--- src/rtl/coin_credit_accumulator.sv ---
// Coin/card credit front end for the vending controller.
// Conditions four raw push-buttons (synchronise, debounce, rising-edge
// detect), keeps a running credit in cents, arbitrates purchases over a
// req/ack/nak handshake and returns unused credit on cancel.
module coin_credit_accumulator #(
    parameter int unsigned DEBOUNCE_CYCLES = 1000000,
    parameter int unsigned CREDIT_W        = 11,
    parameter int unsigned MAX_CREDIT      = 1000,
    parameter int unsigned QUARTER_VAL     = 25,
    parameter int unsigned DOLLAR_VAL      = 100
) (
    input  logic                clk,
    input  logic                rst_n,
    input  logic                quarter_btn,
    input  logic                dollar_btn,
    input  logic                card_btn,
    input  logic                cancel_btn,
    input  logic                vend_req,
    input  logic [CREDIT_W-1:0] vend_price,
    output logic                vend_ack,
    output logic                vend_nak,
    output logic [CREDIT_W-1:0] credit,
    output logic                card_active,
    output logic                coin_reject,
    output logic                change_valid,
    output logic [CREDIT_W-1:0] change_amount
);

    localparam int unsigned NBTN  = 4;
    localparam int unsigned B_QTR = 0;
    localparam int unsigned B_DOL = 1;
    localparam int unsigned B_CRD = 2;
    localparam int unsigned B_CAN = 3;

    localparam int unsigned CNT_W = (DEBOUNCE_CYCLES > 2) ? $clog2(DEBOUNCE_CYCLES) : 1;
    localparam logic [CNT_W-1:0]  CNT_LAST = CNT_W'(DEBOUNCE_CYCLES - 1);
    localparam logic [CREDIT_W:0] QTR_W    = (CREDIT_W+1)'(QUARTER_VAL);
    localparam logic [CREDIT_W:0] DOL_W    = (CREDIT_W+1)'(DOLLAR_VAL);
    localparam logic [CREDIT_W:0] MAX_W    = (CREDIT_W+1)'(MAX_CREDIT);

    typedef enum logic [1:0] {
        IDLE,
        CHECK,
        RESP
    } state_t;

    logic [NBTN-1:0]  raw;
    logic [NBTN-1:0]  sync1;
    logic [NBTN-1:0]  sync2;
    logic [NBTN-1:0]  deb;
    logic [NBTN-1:0]  deb_next;
    logic [NBTN-1:0]  evt;
    logic [CNT_W-1:0] cnt      [NBTN];
    logic [CNT_W-1:0] cnt_next [NBTN];

    state_t state, state_next;
    logic   ack_next, nak_next;
    logic   grant_cash, grant_card;

    logic [CREDIT_W-1:0] credit_next;
    logic [CREDIT_W-1:0] tmp;
    logic [CREDIT_W:0]   sum_q, sum_d;
    logic                cancel_ok;
    logic                reject_next;
    logic                card_next;
    logic [CREDIT_W-1:0] chg_amt_next;

    assign raw = {cancel_btn, card_btn, dollar_btn, quarter_btn};

    // Two-flop synchroniser for the asynchronous button inputs
    always_ff @(posedge clk or negedge rst_n) begin
        if (!rst_n) begin
            sync1 <= '0;
            sync2 <= '0;
        end else begin
            sync1 <= raw;
            sync2 <= sync1;
        end
    end

    // Debounce counters; the event fires in the cycle the debounced state rises,
    // so credit changes on the same edge that the debounced state flips
    always_comb begin
        deb_next = deb;
        evt      = '0;
        for (int unsigned i = 0; i < NBTN; i++) begin
            cnt_next[i] = '0;
            if (sync2[i] != deb[i]) begin
                if (cnt[i] == CNT_LAST) begin
                    deb_next[i] = sync2[i];
                    evt[i]      = sync2[i];
                end else begin
                    cnt_next[i] = cnt[i] + 1'b1;
                end
            end
        end
    end

    // Debounced state and counter registers
    always_ff @(posedge clk or negedge rst_n) begin
        if (!rst_n) begin
            deb <= '0;
            for (int unsigned i = 0; i < NBTN; i++) cnt[i] <= '0;
        end else begin
            deb <= deb_next;
            for (int unsigned i = 0; i < NBTN; i++) cnt[i] <= cnt_next[i];
        end
    end

    // Vend FSM next-state and handshake decisions
    always_comb begin
        state_next = state;
        ack_next   = vend_ack;
        nak_next   = vend_nak;
        grant_cash = 1'b0;
        grant_card = 1'b0;
        case (state)
            IDLE: begin
                if (vend_req) state_next = CHECK;
            end
            CHECK: begin
                if (card_active) begin
                    ack_next   = 1'b1;
                    grant_card = 1'b1;
                end else if (credit >= vend_price) begin
                    ack_next   = 1'b1;
                    grant_cash = 1'b1;
                end else begin
                    nak_next = 1'b1;
                end
                state_next = RESP;
            end
            RESP: begin
                if (!vend_req) begin
                    ack_next   = 1'b0;
                    nak_next   = 1'b0;
                    state_next = IDLE;
                end
            end
            default: state_next = IDLE;
        endcase
    end

    // Credit: deduct, then cancel zeroing, then quarter, then dollar
    always_comb begin
        tmp          = credit - (grant_cash ? vend_price : '0);
        cancel_ok    = evt[B_CAN] && (state == IDLE);
        chg_amt_next = cancel_ok ? credit : '0;
        reject_next  = 1'b0;
        sum_q        = '0;
        sum_d        = '0;
        if (cancel_ok) tmp = '0;
        if (evt[B_QTR]) begin
            sum_q = {1'b0, tmp} + QTR_W;
            if (sum_q <= MAX_W) tmp = sum_q[CREDIT_W-1:0];
            else                reject_next = 1'b1;
        end
        if (evt[B_DOL]) begin
            sum_d = {1'b0, tmp} + DOL_W;
            if (sum_d <= MAX_W) tmp = sum_d[CREDIT_W-1:0];
            else                reject_next = 1'b1;
        end
        credit_next = tmp;

        card_next = card_active;
        if (evt[B_CRD] && !card_active) card_next = 1'b1;
        if (grant_card || cancel_ok)    card_next = 1'b0;
    end

    // State, credit and registered outputs
    always_ff @(posedge clk or negedge rst_n) begin
        if (!rst_n) begin
            state         <= IDLE;
            vend_ack      <= 1'b0;
            vend_nak      <= 1'b0;
            credit        <= '0;
            card_active   <= 1'b0;
            coin_reject   <= 1'b0;
            change_valid  <= 1'b0;
            change_amount <= '0;
        end else begin
            state         <= state_next;
            vend_ack      <= ack_next;
            vend_nak      <= nak_next;
            credit        <= credit_next;
            card_active   <= card_next;
            coin_reject   <= reject_next;
            change_valid  <= cancel_ok;
            change_amount <= chg_amt_next;
        end
    end

endmodule

--- config.mk ---
export PLATFORM = sky130hd
export DESIGN_NAME = coin_credit_accumulator
export DESIGN_NICKNAME = d
export VERILOG_FILES = /design/src/rtl/coin_credit_accumulator.sv
export SDC_FILE = /design/constraint.sdc
export NUM_CORES = 1
export LEC_CHECK = 0
export CORE_MARGIN = 10
export CORE_UTILIZATION = 50
export CTS_BUF_LIST = sky130_fd_sc_hd__clkbuf_16
export DETAILED_ROUTE_END_ITERATION = 10
export PLACE_DENSITY = 0.8
export SLEW_MARGIN = 20
export SYNTH_ARGS = -nofsm -noshare
export SYNTH_HDL_FRONTEND = slang
export SYNTH_SLANG_ARGS = --single-unit
--- constraint.sdc ---
create_clock -name clk -period 19.42 [get_ports clk]
set_input_delay 1.942 -clock clk [delete_from_list [all_inputs] [get_ports clk]]
set_output_delay 1.942 -clock clk [all_outputs]
set_load 0.01 [all_outputs]
==> results.json <==
{
  "outcome": "finished clean",
  "crit_path_start_kind": "input pin",
  "worstSetupPathType": "input pin to flip-flop",
  "period_needed_ps": 9320,
  "fmax_mhz": 107,
  "p_sw_share_pct": 43.5,
  "synth_ff_type": "dfrtp_1",
  "netlist_area_mm2": 0.00743,
  "nNetsFinal": 894,
  "yosysUniqueCellTypes": 87,
  "p_sw_uw": 564,
  "synthTopCellsByArea": "dfrtp_1 41%, nor2_1 5.5%, ha_1 4.9%, xnor2_1 4.8%, xor2_1 4.5%",
  "avgSynthCellArea_um2": 9.25,
  "fin_util_pct": 59.2,
  "drive_gt1_share_pct": 8.50,
  "h-tree-depth": 4,
  "rsz0062_at_grt": "no",
  "synth_cells": 803,
  "avgRoutedWirePerCell_um": 16.0,
  "setup_violations": 0,
  "skew_ps": 10.3,
  "synth_top_cell_by_area": "dfrtp_1",
  "multi_input_area_mm2": 0.00419,
  "cp_max_fo": 11,
  "ys_ff_latch": 121,
  "routed_wl_um": 16700,
  "crit_arrival_ps": 9660,
  "antenna_found_initial": 0,
  "maxSlewViolCount": 0,
  "regArea_mm2": 0.00303,
  "cts.sinks": 121,
  "cts_resized": 0,
  "final_common_cell": "dfrtp_1",
  "critical-path-max-stage-delay_ps": 680,
  "cts_buffers": 17,
  "synth_top_area_share_pct": 40.8,
  "fin_setup_tns_ps": 0,
  "ys_warn_count": 0,
  "postCtsSetupBuffers": 0,
  "final-hold-violation-count": 0,
  "max_cap_viol_count": 0,
  "place_area_mm2": 0.00801,
  "layout_common_cells": "121 x dfrtp_1, 109 x nor2_1, 71 x nand2_1",
  "p_comb_share_pct": 52.7,
  "hp-class": "flip-flop to flip-flop",
  "syn2layout_area_growth_pct": 15.8,
  "initial_core_util_pct": 51.1,
  "grt_pass1_vias": 5922,
  "firstDrtPassIters": 6,
  "synth_edf_count": 0,
  "pwr-share-seq_pct": 23.0,
  "place_hpwl_um": 12000,
  "dieArea_mm2": 0.0201,
  "grt_max_degree": 80,
  "gp_congestion": 0.934,
  "worst_pin_slew_ps": 839,
  "relSlewSlack_pct": 43.7,
  "required_ps": 19760,
  "design_area_mm2": 0.00861,
  "intPower_uw": 733,
  "fin_crit_sh_pct": 48.0,
  "drt_drc_violations_left": 0,
  "synth_seq_area_share_pct": 40.8,
  "r2r_setup_slack_ps": 11720,
  "critical-path-slowest-cell": "xor2_1",
  "powerDensity_mw_per_mm2": 151,
  "vias_per_cell": 5.83,
  "overflow": 0,
  "power_mw": 1.30,
  "clock_path_buffers": 2,
  "place_inst": 1011,
  "crit_top_cell": "inv_1",
  "core-area_mm2": 0.0145,
  "clk_latency_ps": 420,
  "clockPowerShare_pct": 24.2,
  "end_kind": "flip-flop",
  "core.rowCount": 44,
  "cts_root_buf": "clkbuf_16",
  "final_cells": 1043,
  "postCtsHoldBufs": 0,
  "drt_iter0_markers": 444,
  "die_h_um": 142,
  "syn-num-nets": 851,
  "clk_pin_slew_ps": 60,
  "ant_nets": 0,
  "io_pins": 45,
  "die-width_um": 142,
  "n_antenna_cell": 0,
  "portBuffers": 44,
  "vdd.ir_drop.worst_v": 0.0000872,
  "tritoncts": "done",
  "fill_cells": 1226,
  "grt_usage_pct": 16.9,
  "grt_pass1_wl_um": 28500,
  "num_vias": 6078,
  "power.leakage_nw": 3.76,
  "synth_async_sr_flop_share_pct": 100
}
[area by class of cell]
cell class,instances,share of cell area [%]
Sequential cell,121,35.2
Timing Repair Buffer,47,5.39
Clock buffer,17,4.94
Tap cell,184,2.67
Inverter,28,1.22
Clock inverter,15,1.95
Multi-Input combinational cell,631,48.6
[worst max-delay path, delay by kind of cell]
kind	cells	cell delay [ps]
adder cells (fa/ha/maj)	3	880
XOR/XNOR	3	1030
AO/OA/AOI/OAI	12	3050
AND/OR/NAND/NOR	8	2020
buffers and inverters	5	750
[cells by family (layout without fill, tap and decap cells)]
logic type,Yosys count,count (layout),share of synthesized area [%]
muxes,14,14,2.02
DFF,121,121,40.8
buffers and inverters,51,107,2.90
and+or+nand+nor,379,379,26.8
xor gates and xnor gates,80,80,9.53
AOI/OAI and AO/OA,128,128,12.9
adders and majority gates,30,30,5.15
[registers in the layout, indices dropped and copies added, names as in the netlist]
register,flops
vend_ack,1
vend_nak,1
state,2
coin_reject,1
credit,11
deb,4
sync2,4
sync1,4
change_valid,1
cnt,80
change_amount,11
card_active,1
[layer usage]
| layer | GRT usage, % | vias to the layer above | share of wire, % |
|---|---|---|---|
| li1 | - | 2935 | - |
| met1 | 22.2 | 2919 | 45 |
| met2 | 26.3 | 184 | 47 |
| met3 | 4.37 | 40 | 5.4 |
| met4 | 6.51 | 0 | 2.6 |
| met5 | 0 | - | 0 |
[cells in the mapped netlist (all sizes together) (16+ instances only)]
master,n
inv,28
a21oi,25
ha,29
xnor2,41
o21ai,30
dfrtp,121
and2,22
or3,16
nand2,71
and3,32
nand4,16
xor2,39
nand3,47
nor2,111
[worst paths after layout]
check	start	end	depth (start not counted)
worst max register to register	credit[6]	credit[2]	29
max in group asynchronous	rst_n	cnt[66]	2
worst min register to register	sync1[1]	sync2[1]	0
worst max-delay path	vend_price[7]	credit[2]	31
min in group asynchronous	rst_n	change_amount[4]	1
worst min-delay path	sync1[1]	sync2[1]	0
[power by group through the flow]
stage / registers [mW] / logic, mW / clock network, mW
2_1_floorplan: 0.299 / 0.516 / 0
3_3_place_gp: 0.302 / 0.664 / 0
3_5_place_dp: 0.302 / 0.670 / 0
4_1_cts: 0.298 / 0.675 / 0.320
5_1_grt: 0.301 / 0.749 / 0.330
6_report: 0.299 / 0.684 / 0.314
[through the flow]
step	worst slack, ps	hold WS (ps)
finish	10100	349
floorplan	11100	331
detailed placement	9710	340
global placement	9960	334
CTS	10140	352
global route	9450	356
Power figures use the tool's default switching activity.
